--- src/rtl/scr1_dmem_router_mp.sv ---
// Data-memory router: fans one LSU request stream out to PORT_NUM targets and returns in-order responses.
// Optional error capture of the failing port/address is enabled with SCR1_DMEM_ROUTER_ERR_CAPTURE_EN.
module scr1_dmem_router_mp #(
  parameter int unsigned                   PORT_NUM     = 3,
  parameter int unsigned                   OUTST_DEPTH  = 2,
  parameter int unsigned                   AWIDTH       = 32,
  parameter int unsigned                   DWIDTH       = 32,
  parameter int unsigned                   LANES        = 4,
  parameter logic [PORT_NUM*AWIDTH-1:0]    ADDR_MASK    = {PORT_NUM{32'hFFFF0000}},
  parameter logic [PORT_NUM*AWIDTH-1:0]    ADDR_PATTERN = {32'h00020000, 32'h00010000, 32'h0},
  parameter logic [PORT_NUM-1:0]           PORT_WIDE    = 3'b010
) (
  input  logic                                clk,
  input  logic                                rst,
  input  logic                                dmem_req,
  output logic                                dmem_req_ack,
  input  logic                                dmem_cmd,
  input  logic [1:0]                          dmem_width,
  input  logic [AWIDTH-1:0]                   dmem_addr,
  input  logic [LANES*DWIDTH-1:0]             dmem_wdata,
  output logic [LANES*DWIDTH-1:0]             dmem_rdata,
  output logic [1:0]                          dmem_resp,
  output logic [PORT_NUM-1:0]                 port_req,
  input  logic [PORT_NUM-1:0]                 port_req_ack,
  output logic [PORT_NUM-1:0]                 port_cmd,
  output logic [2*PORT_NUM-1:0]               port_width,
  output logic [PORT_NUM*AWIDTH-1:0]          port_addr,
  output logic [PORT_NUM*LANES*DWIDTH-1:0]    port_wdata,
  input  logic [PORT_NUM*LANES*DWIDTH-1:0]    port_rdata,
  input  logic [2*PORT_NUM-1:0]               port_resp
`ifdef SCR1_DMEM_ROUTER_ERR_CAPTURE_EN
  ,
  input  logic                                err_clr,
  output logic                                err_valid,
  output logic [$clog2(PORT_NUM)-1:0]         err_port,
  output logic [AWIDTH-1:0]                   err_addr
`endif
);

  localparam int unsigned VW = LANES*DWIDTH;
  localparam int unsigned SW = $clog2(PORT_NUM);
  localparam int unsigned CW = $clog2(OUTST_DEPTH+1);

  localparam logic [1:0] RESP_IDLE   = 2'b00;
  localparam logic [1:0] RESP_RDY_OK = 2'b01;
  localparam logic [1:0] RESP_RDY_ER = 2'b10;
  localparam logic       CMD_ERROR   = 1'bx;
  localparam logic [1:0] WIDTH_ERROR = 2'bxx;

  logic [SW-1:0] sel;
  logic [SW-1:0] cur_port;
  logic [CW-1:0] cnt;
  logic [1:0]    cur_resp;
  logic [VW-1:0] cur_rdata;
  logic          sel_ack;
  logic          retire;
  logic          can_issue;
  logic          req_go;
  logic          accept;

  // Lowest matching port wins; port 0 is the fall-through target.
  always_comb begin
    logic found;
    sel   = '0;
    found = 1'b0;
    for (int unsigned i = 1; i < PORT_NUM; i++) begin
      if (!found && ((dmem_addr & ADDR_MASK[i*AWIDTH +: AWIDTH]) == ADDR_PATTERN[i*AWIDTH +: AWIDTH])) begin
        sel   = SW'(i);
        found = 1'b1;
      end
    end
  end

  always_comb begin
    cur_resp  = RESP_IDLE;
    cur_rdata = '0;
    sel_ack   = 1'b0;
    for (int unsigned p = 0; p < PORT_NUM; p++) begin
      if (SW'(p) == cur_port) begin
        cur_resp  = port_resp[2*p +: 2];
        cur_rdata = PORT_WIDE[p] ? port_rdata[p*VW +: VW] : VW'(port_rdata[p*VW +: DWIDTH]);
      end
      if (SW'(p) == sel) sel_ack = port_req_ack[p];
    end
  end

  assign retire    = (cnt != '0) && ((cur_resp == RESP_RDY_OK) || (cur_resp == RESP_RDY_ER));
  // A port switch waits until the last outstanding entry is retiring, keeping responses in order.
  assign can_issue = (cnt == '0)
                   || ((sel == cur_port) && ((cnt < CW'(OUTST_DEPTH)) || retire))
                   || ((cnt == CW'(1)) && retire);
  assign req_go       = ~rst & dmem_req & can_issue;
  assign dmem_req_ack = req_go & sel_ack;
  assign accept       = dmem_req_ack;

  always_comb begin
    port_req   = '0;
    port_cmd   = '0;
    port_width = '0;
    port_addr  = '0;
    port_wdata = '0;
    for (int unsigned p = 0; p < PORT_NUM; p++) begin
      port_cmd[p]                = CMD_ERROR;
      port_width[2*p +: 2]       = WIDTH_ERROR;
      port_addr[p*AWIDTH +: AWIDTH] = 'x;
      if (sel == SW'(p)) begin
        port_req[p]                   = req_go;
        port_cmd[p]                   = dmem_cmd;
        port_width[2*p +: 2]          = dmem_width;
        port_addr[p*AWIDTH +: AWIDTH] = dmem_addr;
      end
      port_wdata[p*VW +: VW] = PORT_WIDE[p] ? dmem_wdata : VW'(dmem_wdata[DWIDTH-1:0]);
    end
  end

  assign dmem_resp  = (!rst && (cnt != '0)) ? cur_resp  : RESP_IDLE;
  assign dmem_rdata = (!rst && (cnt != '0)) ? cur_rdata : '0;

  always_ff @(posedge clk) begin
    if (rst) begin
      cnt      <= '0;
      cur_port <= '0;
    end else begin
      if (accept) cur_port <= sel;
      if (accept && !retire)      cnt <= cnt + CW'(1);
      else if (retire && !accept) cnt <= cnt - CW'(1);
    end
  end

`ifdef SCR1_DMEM_ROUTER_ERR_CAPTURE_EN
  localparam int unsigned PW = (OUTST_DEPTH > 1) ? $clog2(OUTST_DEPTH) : 1;

  logic [AWIDTH-1:0] afifo [OUTST_DEPTH];
  logic [PW-1:0]     wr_ptr;
  logic [PW-1:0]     rd_ptr;

  function automatic logic [PW-1:0] ptr_inc(input logic [PW-1:0] ptr);
    return (ptr == PW'(OUTST_DEPTH-1)) ? '0 : ptr + PW'(1);
  endfunction

  always_ff @(posedge clk) begin
    if (rst) begin
      wr_ptr    <= '0;
      rd_ptr    <= '0;
      err_valid <= 1'b0;
      err_port  <= '0;
      err_addr  <= '0;
    end else begin
      if (accept) begin
        afifo[wr_ptr] <= dmem_addr;
        wr_ptr        <= ptr_inc(wr_ptr);
      end
      if (retire) rd_ptr <= ptr_inc(rd_ptr);
      if (retire && (cur_resp == RESP_RDY_ER) && (!err_valid || err_clr)) begin
        err_valid <= 1'b1;
        err_port  <= cur_port;
        err_addr  <= afifo[rd_ptr];
      end else if (err_clr) begin
        err_valid <= 1'b0;
      end
    end
  end
`endif

endmodule

--- config.mk ---
export PLATFORM = sky130hd
export DESIGN_NAME = scr1_dmem_router_mp
export DESIGN_NICKNAME = d
export VERILOG_FILES = /design/src/rtl/scr1_dmem_router_mp.sv
export SDC_FILE = /design/constraint.sdc
export NUM_CORES = 1
export LEC_CHECK = 0
export CORE_AREA = 2 2 465 467
export CTS_CLUSTER_SIZE = 12
export DETAILED_ROUTE_END_ITERATION = 6
export DIE_AREA = 0 0 467 469
export GPL_TIMING_DRIVEN = 1
export PLACE_DENSITY = 0.3
export RECOVER_POWER = 100
export SETUP_SLACK_MARGIN = 0.05
export SLEW_MARGIN = 30
export SYNTH_ARGS = -nofsm -noshare
export SYNTH_HDL_FRONTEND = slang
export SYNTH_SLANG_ARGS = --single-unit
--- constraint.sdc ---
create_clock -name clk -period 2.8 [get_ports clk]
set_input_delay 0.28 -clock clk [delete_from_list [all_inputs] [get_ports clk]]
set_output_delay 0.28 -clock clk [all_outputs]
set_load 0.01 [all_outputs]
==> results.tsv <==
metric	value	unit
die_h	469	µm
critPathLaunch	dmem_addr[22]	
vias_per_cell	1.41	
netlist_area	5750	µm²
grt_pass1_wl	94.5	mm
drc	0	
numClockSinks	4	
clock_latency	220	ps
gp_congestion	0.691	
cts_buffer_depth	2	
postLayoutCellArea	11600	µm²
cts_made_buffers	3	
holdPathEnd	cnt[0]	
grt_max_degree	38	
hold_viol_final	0	
clkPwrFrac	14.0	%
sw_frac_of_total	44.0	%
switching_power	722	µW
drt_pass1_iterations	5	
worstPathArrival	2390	ps
crit_required	2520	ps
slew_violations	0	
grt_usage	7.39	%
antenna_found_initial	78	
place_ws	-496	ps
powerDensity	142	nW/µm²
coreArea	214000	µm²
place_area	11300	µm²
worstSetupPathType	input pin to output port	
r2r_cells	11	
synth_edf_count	0	
critPathSlowestCell	or4_4	
fin_crit_sh	95.5	%
r2r-end	cnt[1]	
rsz0062_at_grt	yes	
hold_path_class	register to register	
syn2layout_area_growth	102	%
wire_per_inst	22.8	µm
slowest_delay	570	ps
syn_avg_cell_area	7.05	µm²
critPathMaxFanout	3	
die_area	219000	µm²
crit-reg2reg-launch	cur_port[1]	
yosysSeqAreaShare	1.39	%
synth_cells	815	
max_freq	374	MHz
setup_viol	0	
cts.clk_slew.worst_paths	30	ps
io_buffer_count	401	
grt_pass1_vias	4843	
synth_seq_cells	4	
cp-end-kind	output port	
initial_core_util	2.69	%
vias	5408	
outcome	finished, final reports clean	
drive_above_1_share	18.2	%
finalWirelength	87.3	mm
p_leak	3.80	nW
root_buffer	clkbuf_16	
async_flop_share	0	%
io_pins	1182	
hold_depth	2	
overflow	0	
r2r_slack	530	ps
layout_setup_ws	125	ps
fillers	25400	
synth-main-ff-cell	dfxtp_1	
htreeDepth	1	
power.total	1.64	mW
drtAntennaViolNets	0	
cp-start-kind	input pin	
die-width	467	µm
maxSlewHeadroom	58.9	%
intPower	920	µW
crit_chain	dlygate4sd2_1 -> or4_4 -> clkbuf_1 -> nor4b_4 -> clkbuf_4 -> clkbuf_2 -> a21boi_2 -> nor2_1 -> nor3_2 -> buf_4 -> buf_12	
max_slew.worst_pin.slew	619	ps
cts_tree	built	
final.min_clock_period	2670	ps
place_hpwl	82.3	mm
ir_worst_vdd	0.177	mV
synth-warning-count	0	
clock-skew-final	2.58	ps
nets	1547	
drt-initial-drc-count	98	
ys_types	40	
comb_power_share	81.2	%
maxCapViolCount	0	
rows	170	
hold_start	cnt[0]	
p_seq_share	4.9	%
-- timing repair --
action	in CTS	in global routing
resized for setup	32	6
pin swaps	10	8
endpoints found under the setup margin	14	18
cloned	0	2
hold buffers	0	0
hold endpoints to repair	0	0
setup buffers	2	14
-- cell usage in the layout (no fill, tap or decap), types with 2 or more instances in the layout --
cell / count
mux2i_1: 36
dlygate4sd3_1: 92
clkbuf_4: 2
and2_1: 45
ha_1: 2
o211a_1: 2
clkbuf_1: 11
nor2_1: 74
or4_4: 3
or2b_2: 3
nor2b_1: 2
or2_2: 2
clkbuf_2: 10
clkdlybuf4s50_1: 225
nor4_4: 2
or2b_1: 2
buf_2: 2
nand3b_1: 2
inv_1: 2
dfxtp_1: 2
nor3b_1: 2
a21oi_1: 35
buf_4: 76
clkbuf_16: 5
a31oi_1: 3
diode_2: 12
xor2_1: 5
xnor2_2: 2
buf_12: 57
dlygate4sd2_1: 12
conb_1: 192
and2_0: 51
or4b_4: 2
-- cell families (layout without fill, tap and decap cells) --
logic type               Yosys count  in the layout  share of synthesized area (%)
XOR/XNOR                           7              7                           1.07
AND/OR/NAND/NOR                  198            198                           19.5
AO/OA/AOI/OAI                     46             46                           4.53
multiplexers                      37             37                           6.45
buffers and inverters            519            497                           66.4
other                              1            204                         0.0653
flip-flops                         4              4                           1.39
adder cells (fa/ha/maj)            3              3                          0.653
-- synthesized netlist by cell type (2+ instances only) --
library cell / instances / area [µm²]
a21oi_1: 35 / 175
a31oi_1: 4 / 25.0
and2_1: 96 / 601
buf_1: 4 / 15.0
buf_2: 3 / 15.0
buf_4: 489 / 3670
buf_6: 2 / 22.5
clkbuf_1: 18 / 67.6
dfxtp_1: 4 / 80.1
ha_1: 3 / 37.5
inv_1: 2 / 7.51
mux2i_1: 37 / 370
nand3b_1: 2 / 15.0
nor2_1: 74 / 278
nor2b_1: 3 / 18.8
nor3b_1: 2 / 15.0
nor4_2: 2 / 25.0
o211a_1: 2 / 20.0
or2_2: 2 / 12.5
or2b_1: 2 / 15.0
or2b_2: 3 / 26.3
or4_4: 2 / 22.5
or4b_1: 2 / 20.0
xnor2_1: 2 / 17.5
xor2_1: 5 / 43.8
-- sequential cells by signal, summed over array words and instances (netlist names) --
register,cells
cur_port,2
cnt,2
-- per-stage QoR --
step                      utilization (%)  hold WS [ps]  instances  TNS [ps]
after floorplan                         -           465       1006         0
after detailed placement             5.29           535       3800     -1840
after CTS                            5.35           551       3806         0
after global routing                 5.41           560       3824         0
after global placement               5.29           542       3800     -1790
final                                5.42           549       3834         0
-- layer usage --
metal	vias up	wire length [µm]	GRT usage (%)
met3	258	18800	7.27
met2	684	47000	14.4
met5	-	294	0
met1	2206	17400	4.28
met4	44	3710	2.43
li1	2216	-	-
-- power by group through the flow --
stage / Sequential (mW) / Clock, mW / Combinational (mW)
floorplan: 0.0791 / 0 / 1.09
global placement: 0.0825 / 0 / 1.42
detailed placement: 0.0806 / 0 / 1.41
CTS: 0.0805 / 0.234 / 1.42
global route: 0.0828 / 0.241 / 1.45
finish: 0.0803 / 0.229 / 1.33
-- worst max-delay path: cells and delay by family --
family                 cells  cell delay (ps)
buffers and inverters      6             1000
and+or+nand+nor            4             1050
AOI/OAI and AO/OA          1               60
-- worst max-delay path by stage --
stage,depth (start not counted),to,slack [ps]
6_report,11,dmem_req_ack,130
2_1_floorplan,10,cnt[1],280
4_1_cts,9,port_req[0],50
3_5_place_dp,9,port_req[0],-500
5_1_grt,10,port_req[2],9
3_3_place_gp,9,port_req[0],-490
-- cell type report --
cell class,instances,area (µm²),share of cell area [%]
Inverter,2,7.51,0.0647
Timing Repair Buffer,491,5180,44.7
Multi-Input combinational cell,483,2660,22.9
Tap cell,2838,3550,30.6
Sequential cell,4,85.1,0.734
Antenna cell,12,30.0,0.259
Clock buffer,4,78.8,0.680
Power figures use the tool's default switching activity.
